`config.mk`:
```
export PLATFORM = sky130hd
export DESIGN_NAME = cone_pattern_driver_flat
export DESIGN_NICKNAME = d
export VERILOG_FILES = /design/src/rtl/cone_pattern_driver_if.sv /design/src/rtl/cone_pattern_driver.sv /design/src/flat_wrapper.sv
export SDC_FILE = /design/constraint.sdc
export NUM_CORES = 1
export LEC_CHECK = 0
export BUFFER_PORTS_ARGS = -buffer_cell sky130_fd_sc_hd__buf_2
export CAP_MARGIN = 20
export CORE_MARGIN = 2
export CORE_UTILIZATION = 48
export DETAILED_ROUTE_END_ITERATION = 8
export PLACE_DENSITY = 0.77
export SLEW_MARGIN = 20
export SYNTH_ARGS = -nofsm -noshare
export SYNTH_HDL_FRONTEND = slang
export SYNTH_SLANG_ARGS = --single-unit
export TNS_END_PERCENT = 30
```
`constraint.sdc`:
```
create_clock -name clk -period 2 [get_ports clk]
set_input_delay 0.4 -clock clk [delete_from_list [all_inputs] [get_ports clk]]
set_output_delay 0.4 -clock clk [all_outputs]
set_load 0.01 [all_outputs]
```
`src/rtl/cone_pattern_driver_if.sv`:
```
// Cone stimulus bus: run control, seed loading, vector out, cone response in,
// and run status / signature back to the harness.
interface cone_pattern_driver_if #(
   parameter int VEC_W = 37
);
   logic             start;
   logic             seed_load;
   logic [VEC_W-1:0] seed_in;
   logic [VEC_W-1:0] vec_out;
   logic             vec_valid;
   logic             resp_in;
   logic             busy;
   logic             done;
   logic [31:0]      signature;
   logic [15:0]      pat_count;

   // harness side: drives control and the cone response
   modport master (
      output start, seed_load, seed_in, resp_in,
      input  vec_out, vec_valid, busy, done, signature, pat_count
   );

   // pattern driver side
   modport slave (
      input  start, seed_load, seed_in, resp_in,
      output vec_out, vec_valid, busy, done, signature, pat_count
   );
endinterface

```
`src/rtl/cone_pattern_driver.sv`:
```
// LFSR pattern source and MISR response compactor for 37-input single-output
// test cones. A run issues NUM_PATTERNS vectors, waits for the last response
// to come back through the RESP_LAT alignment pipe, then pulses done.
module cone_pattern_driver #(
   parameter int               VEC_W        = 37,
   parameter logic [VEC_W-1:0] SEED         = {{(VEC_W-1){1'b0}}, 1'b1},
   parameter int               NUM_PATTERNS = 1024,
   parameter int               RESP_LAT     = 0,
   parameter logic [31:0]      MISR_POLY    = 32'h04C11DB7
) (
   input  logic                  clk,
   input  logic                  rst,
   cone_pattern_driver_if.slave  bus
);

   typedef enum logic [1:0] {S_IDLE, S_RUN, S_DRAIN, S_DONE} state_t;

   state_t             state_q, state_d;
   logic [VEC_W-1:0]   lfsr_q, lfsr_d;
   logic [VEC_W-1:0]   vec_out_q, vec_out_d;
   logic [31:0]        sig_q, sig_d;
   logic [15:0]        pat_count_q, pat_count_d;
   // [0] is vec_valid itself; [RESP_LAT] marks the cycle resp_in belongs to a vector
   logic [RESP_LAT:0]  vld_pipe_q, vld_pipe_d;

   logic               vec_valid_d;
   logic               rvalid;
   logic               drain_empty;
   logic               last_vec;
   logic               lfsr_fb;
   logic [VEC_W-1:0]   lfsr_next;

   assign rvalid    = vld_pipe_q[RESP_LAT];
   assign lfsr_fb   = ^{lfsr_q[VEC_W-1], lfsr_q[4:0]};
   assign lfsr_next = {lfsr_q[VEC_W-2:0], lfsr_fb};
   // true while issuing the final vector of the run
   assign last_vec  = ({1'b0, pat_count_q} + 17'd1) >= 17'(NUM_PATTERNS);

   // Drain finishes on the cycle the final response is consumed: nothing is
   // left in the stages ahead of the sampling stage.
   always_comb begin
      drain_empty = 1'b1;
      for (int k = 0; k < RESP_LAT; k++) begin
         if (vld_pipe_q[k]) drain_empty = 1'b0;
      end
   end

   // Next-state, LFSR/MISR update and vector issue
   always_comb begin
      state_d     = state_q;
      lfsr_d      = lfsr_q;
      vec_out_d   = vec_out_q;
      sig_d       = sig_q;
      pat_count_d = pat_count_q;
      vec_valid_d = 1'b0;

      // compaction runs independently of the FSM phase (RUN and DRAIN both feed it)
      if (rvalid) begin
         sig_d = {sig_q[30:0], 1'b0} ^ (sig_q[31] ? MISR_POLY : 32'h0)
               ^ {31'b0, bus.resp_in};
      end

      case (state_q)
         S_IDLE: begin
            // seed is loaded before start is acted on, so a same-cycle
            // load+start runs from the new seed
            if (bus.seed_load) begin
               lfsr_d = (bus.seed_in == '0) ? {{(VEC_W-1){1'b0}}, 1'b1} : bus.seed_in;
            end
            if (bus.start) begin
               state_d     = S_RUN;
               sig_d       = 32'h0;
               pat_count_d = 16'h0;
            end
         end
         S_RUN: begin
            vec_out_d   = lfsr_q;
            vec_valid_d = 1'b1;
            lfsr_d      = lfsr_next;
            pat_count_d = (pat_count_q == 16'hFFFF) ? pat_count_q : pat_count_q + 16'd1;
            if (last_vec) state_d = S_DRAIN;
         end
         S_DRAIN: begin
            if (drain_empty) state_d = S_DONE;
         end
         S_DONE: begin
            state_d = S_IDLE;
         end
         default: begin
            state_d = S_IDLE;
         end
      endcase

      vld_pipe_d[0] = vec_valid_d;
      for (int k = 1; k <= RESP_LAT; k++) begin
         vld_pipe_d[k] = vld_pipe_q[k-1];
      end
   end

   // State registers; reset aborts any run without a done pulse
   always_ff @(posedge clk) begin
      if (rst) begin
         state_q     <= S_IDLE;
         lfsr_q      <= SEED;
         vec_out_q   <= '0;
         sig_q       <= 32'h0;
         pat_count_q <= 16'h0;
         vld_pipe_q  <= '0;
      end else begin
         state_q     <= state_d;
         lfsr_q      <= lfsr_d;
         vec_out_q   <= vec_out_d;
         sig_q       <= sig_d;
         pat_count_q <= pat_count_d;
         vld_pipe_q  <= vld_pipe_d;
      end
   end

   assign bus.vec_out   = vec_out_q;
   assign bus.vec_valid = vld_pipe_q[0];
   assign bus.busy      = (state_q == S_RUN) || (state_q == S_DRAIN);
   assign bus.done      = (state_q == S_DONE);
   assign bus.signature = sig_q;
   assign bus.pat_count = pat_count_q;

endmodule

```
`src/flat_wrapper.sv`:
```
// flat-port wrapper written by rule: the top's interface ports become plain ports
module cone_pattern_driver_flat 
#(
   parameter int               VEC_W        = 37,
   parameter logic [VEC_W-1:0] SEED         = {{(VEC_W-1){1'b0}}, 1'b1},
   parameter int               NUM_PATTERNS = 1024,
   parameter int               RESP_LAT     = 0,
   parameter logic [31:0]      MISR_POLY    = 32'h04C11DB7
)
  (clk, rst, bus_start, bus_seed_load, bus_seed_in, bus_resp_in, bus_vec_out, bus_vec_valid, bus_busy, bus_done, bus_signature, bus_pat_count);
  cone_pattern_driver_if #(.VEC_W(VEC_W)) bus_i ();
  input  logic clk;
  input  logic rst;
  input wire logic [$bits(bus_i.start)-1:0] bus_start;
  input wire logic [$bits(bus_i.seed_load)-1:0] bus_seed_load;
  input wire logic [$bits(bus_i.seed_in)-1:0] bus_seed_in;
  input wire logic [$bits(bus_i.resp_in)-1:0] bus_resp_in;
  output wire logic [$bits(bus_i.vec_out)-1:0] bus_vec_out;
  output wire logic [$bits(bus_i.vec_valid)-1:0] bus_vec_valid;
  output wire logic [$bits(bus_i.busy)-1:0] bus_busy;
  output wire logic [$bits(bus_i.done)-1:0] bus_done;
  output wire logic [$bits(bus_i.signature)-1:0] bus_signature;
  output wire logic [$bits(bus_i.pat_count)-1:0] bus_pat_count;
  assign bus_i.start = bus_start;
  assign bus_i.seed_load = bus_seed_load;
  assign bus_i.seed_in = bus_seed_in;
  assign bus_i.resp_in = bus_resp_in;
  assign bus_vec_out = bus_i.vec_out;
  assign bus_vec_valid = bus_i.vec_valid;
  assign bus_busy = bus_i.busy;
  assign bus_done = bus_i.done;
  assign bus_signature = bus_i.signature;
  assign bus_pat_count = bus_i.pat_count;
  cone_pattern_driver #(.VEC_W(VEC_W), .SEED(SEED), .NUM_PATTERNS(NUM_PATTERNS), .RESP_LAT(RESP_LAT), .MISR_POLY(MISR_POLY)) u_core (.clk(clk), .rst(rst), .bus(bus_i));
endmodule
```
==> Word-level counts from Yosys, hierarchy flattened <==
Cells that the tools add are included.
Widths: inputs -> output; s select.
{ "totals": {"reg_bits": 125, "in_bits": 42, "output_inout_bits": 88, "elab_cells": 41} }
{ "classes": {"n_addsub": 2, "order_cmp": 1, "eq_ne": 8, "mux": 14, "bitwise_logic": 2, "n_reduce_logical": 8} }
{ "ops": {"columns": ["cell", "n"], "rows": [
  ["$mux 32", 3],
  ["$mux 37", 2],
  ["$pmux 37 s2", 1],
  ["$logic_not 37->1", 1],
  ["$mux 16", 2],
  ["$pmux 16 s2", 1],
  ["$xor 32x1->32", 1],
  ["$xor 32x32->32", 1],
  ["$mux 27", 1],
  ["$add 16x1->17 const B", 1],
  ["$ge 17x11->1 const B", 1],
  ["$add 16x1->16 const B", 1],
  ["$eq 16x16->1 const B", 1],
  ["$pmux 2 s4", 1],
  ["$ne 2x2->1 const B", 3],
  ["$reduce_xor 6->1", 1],
  ["$eq 2x2->1 const B", 2],
  ["$mux 2", 2],
  ["$reduce_and 2->1", 2],
  ["$reduce_and 3->1", 1],
  ["$eq 2x1->1 const B", 1],
  ["$logic_not 2->1", 1],
  ["$ne 2x1->1 const B", 1],
  ["$reduce_bool 2->1", 1],
  ["2 further kinds", 2]
]} }

==> Longest topological paths before layout <==
{ "depth": {"word_depth": 6, "depth_mapped": 8, "mapped_depth_nobuf": 7} }

==> Worst setup path after synthesis <==
OpenSTA, ideal clock, no wires.
{ "synth_timing": {"path_kind": "reg2reg", "startpoint": "register u_core.state_q[1]", "endpoint": "register u_core.pat_count_q[4] (netlist: u_core.bus.pat_count[4])", "setup_ps": 121, "t_arrival_ps": 1813, "required_time_ps": 1879, "path_slack_ps": 66, "path_stages_with_launch": 9, "n_path_buf": 1, "synth_period_minus_slack_ps": 1934, "cell_sequence": "dfxtp_1 inv_1 ha_1 clkbuf_1 nor2b_1 a21oi_1 a2111oi_0 a2bb2oi_1 o21ai_0"} }
{ "synth_via": {"elab_chain_len": 3, "elab_cells_between_ends": 7, "cone_classes": "3 x eq/ne; 1 x mux; 3 x reduce/logical"} }
{ "synth_lines": {"columns": ["element", "line", "source"], "rows": [
  ["from (decl)", "cone_pattern_driver.sv:18", "state_t state_q, state_d;"],
  ["from (signal assigned)", "cone_pattern_driver.sv:110", "state_q <= state_d;"],
  ["$eq 2x1->1 / $logic_not 2->1 (equally long branches)", "cone_pattern_driver.sv:63", "case (state_q)"],
  ["$ne 2x2->1 (no source line) / $reduce_bool 2->1 (equally long branches)", null, null],
  ["$reduce_and 3->1 (no source line)", null, null],
  ["to (signal assigned)", "cone_pattern_driver.sv:114", "pat_count_q <= pat_count_d;"],
  ["to (decl)", "cone_pattern_driver.sv:22", "logic [15:0] pat_count_q, pat_count_d;"]
]} }
Parallel ways exist; a longest one is shown, timed or not.
A chain may end at the register's enable or synchronous reset.

==> Worst setup path after layout <==
{ "layout_timing": {"startpoint": "register u_core.state_q[1]", "endpoint": "register u_core.pat_count_q[7] (netlist: u_core.bus.pat_count[7])"} }
Same word-level chain as after synthesis.

==> results.ini <==
[cts]
tritoncts = done
ctsRootBufferMaster = clkbuf_8
ctsHtreeMaxLevel = 4
clkLatencyLatePin_ns = 0.53
clk_pin_slew_ns = 0.05
cts_inserted_buffers = 17
cts_buffer_depth = 2
cts_sinks = 125

[timing]
final_max_slew_viol_count = 0
period_share_pct = 95.3
setup_violations = 0
worst_slack_ns = 0.0937
timing.fmax_mhz = 525
hold_viol = 0
period_needed_ns = 1.91
slew_headroom_pct = 65.9
clock_skew_ns = 0.00452
worst_pin_slew_ns = 0.512
tns_ns = 0
rsz0062_at_grt = yes

[floorplan]
core_area_sq_um = 10800
die_y_um = 110
ios = 130
die_w_um = 110
start_util_pct = 49.3
die_area_sq_um = 12000
rows = 38

[yosys]
postSynthCellCount = 585
ys_ff_latch = 125
synth.top_cell.area_share_pct = 46.8
synthTopCellsByArea = dfxtp_1, mux2i_1, nor2_1
synth_edf_count = 0
synth_ff_type = dfxtp_1
avgSynthCellArea_sq_um = 9.13
synth_fp_nets = 632
ys_warn_count = 0
async_flop_share_pct = 0
ys_seq_area_share_pct = 46.8
syn-cell-area_sq_um = 5340
netlist-cell-type-count = 52
yosysTopAreaCell = dfxtp_1

[worst_setup_path]
cp_max_fo = 5
critPathLaunchType = flop
rr_worst_depth = 8
crit_required_ns = 2.40
crit_arrival_ns = 2.31
worstSetupEndpointType = flop
path_class = flop to flop

[drt]
wl_per_cell_um = 15.3
via_per_inst = 5.69
vias = 4978
drt_pass1_iterations = 6
drcViolationCount = 0
drtAntennaViolNets = 0
drt_iter0_markers = 382
wirelength_mm = 13.4

[finish]
finalInstanceArea_sq_um = 6890
antenna_cells = 0
nets = 772
final_common_cell = buf_2
fill_cells = 903
final_cell_mix = buf_2, dfxtp_1, nor2_1
drive_gt1_share_pct = 29.0
area_growth_pct = 28.9

[worst_hold_path]
hold_depth = 3
hold_class = input port to flop

[global_route]
grt_remaining_overflow = 0
grt_pass1_vias = 4555
grt_pass1_wl_mm = 21.5
grt_usage_pct = 22.6
grt_max_degree = 83
grt_antenna_before_repair = 0

[place]
dp_slack_ns = -0.153
placed_area_sq_um = 6330
dp_hpwl_mm = 8.99
finalWeightedCongestion = 0.891
io_buffers = 129

[job]
cap_violations = 0

[pwr]
worst_ir_drop_vdd_v = 0.000769
p_leak_nw = 2.87
power_density_nw_per_um2 = 1370

[outcome]
outcome = finished clean

[worst max-delay path, stage by stage (launching register included)]
cell,delay [ns]
dfxtp_1,0.36
inv_1,0.11
ha_4,0.19
and3_1,0.15
nor2b_1,0.20
a2111oi_1,0.43
buf_4,0.18
xnor2_1,0.10
nor2_1,0.05
[logic make-up (layout without fill, tap and decap cells)]
group | Yosys count | in the layout | synth area share (%)
flip-flops | 125 | 125 | 46.8
multiplexers | 58 | 58 | 11.0
buffers and inverters | 54 | 204 | 3.89
AND/OR/NAND/NOR | 220 | 220 | 19.0
AO/OA/AOI/OAI | 99 | 99 | 14.2
XOR/XNOR | 24 | 24 | 3.93
adder cells (fa/ha/maj) | 5 | 5 | 1.17
[sequential cells by signal, summed over array words and instances, names as in the netlist]
register	cells
u_core.bus.vec_out	37
u_core.lfsr_q	37
u_core.bus.signature	32
u_core.bus.pat_count	16
u_core.state_q	2
u_core.bus.vec_valid	1
[what timing repair did]
item,in CTS,in global routing
setup endpoints to repair,1,13
buffers inserted,0,1
hold buffers,0,0
pin swaps,0,3
gates resized for setup,1,14
[cells in the mapped netlist (2+ instances only)]
| cell type | n |
|---|---|
| nor3_1 | 36 |
| nand2b_1 | 3 |
| a2bb2oi_1 | 2 |
| or3_1 | 3 |
| o311ai_0 | 2 |
| xor2_1 | 3 |
| nor2_1 | 114 |
| a31oi_1 | 3 |
| o21ai_0 | 6 |
| clkbuf_1 | 30 |
| nand3b_1 | 3 |
| inv_1 | 11 |
| dfxtp_1 | 125 |
| nor4_1 | 10 |
| buf_1 | 9 |
| or4_1 | 2 |
| a311oi_1 | 3 |
| and4_1 | 4 |
| ha_1 | 5 |
| a211oi_1 | 18 |
| a221oi_1 | 32 |
| nand4_1 | 5 |
| nand2_1 | 21 |
| o211ai_1 | 4 |
| a2111oi_0 | 3 |
| buf_2 | 3 |
| nor2b_1 | 4 |
| nand3_1 | 8 |
| xnor2_1 | 21 |
| a211o_1 | 2 |
| o32ai_1 | 2 |
| mux2i_1 | 56 |
| a21oi_1 | 13 |
[stage by stage]
stage | util [%] | power, W | cells | hold slack, ns
CTS | 63.1 | 0.00945 | 874 | 0.143
finish | 63.5 | 0.00943 | 875 | 0.165
global route | 63.5 | 0.0100 | 875 | 0.151
global placement | 58.4 | 0.00664 | 845 | 0.457
floorplan | - | 0.00566 | 585 | 0.463
detailed placement | 58.4 | 0.00675 | 845 | 0.476
[per-layer routing]
layer / global-route usage (%) / part of all wire [%] / up-vias
li1: - / - / 2392
met1: 28.6 / 43 / 2313
met2: 35.0 / 46 / 234
met3: 7.41 / 8.0 / 39
met4: 9.95 / 3.0 / 0
met5: 0 / 0 / -
[path summary, 6_finish.rpt]
check | slack (ns) | startpoint | endpoint
worst max-delay path | 0.09 | u_core.state_q[1]$_SDFFE_PP0P_ | u_core.bus.pat_count[7]$_SDFFE_PP0P_
worst min-delay path | 0.16 | bus_seed_in[13] | u_core.lfsr_q[13]$_SDFFE_PP0P_
worst min register to register | 0.49 | u_core.bus.vec_out[0]$_SDFFE_PP0P_ | u_core.bus.vec_out[0]$_SDFFE_PP0P_
worst max register to register | 0.09 | u_core.state_q[1]$_SDFFE_PP0P_ | u_core.bus.pat_count[7]$_SDFFE_PP0P_
[power by group]
group / internal (W) / switching, W
clock network: 0.00164 / 0.00103
registers: 0.00305 / 0.000459
logic: 0.00143 / 0.00182
[cell type report]
cell class	instances	area (sq um)	area share, %
Clock buffer	21	439	6.38
Clock inverter	8	71.3	1.04
Inverter	11	41.3	0.600
Multi-Input combinational cell	406	2690	39.1
Sequential cell	125	2510	36.4
Tap cell	140	175	2.54
Timing Repair Buffer	164	958	13.9
(Power assumes the default switching activity.)
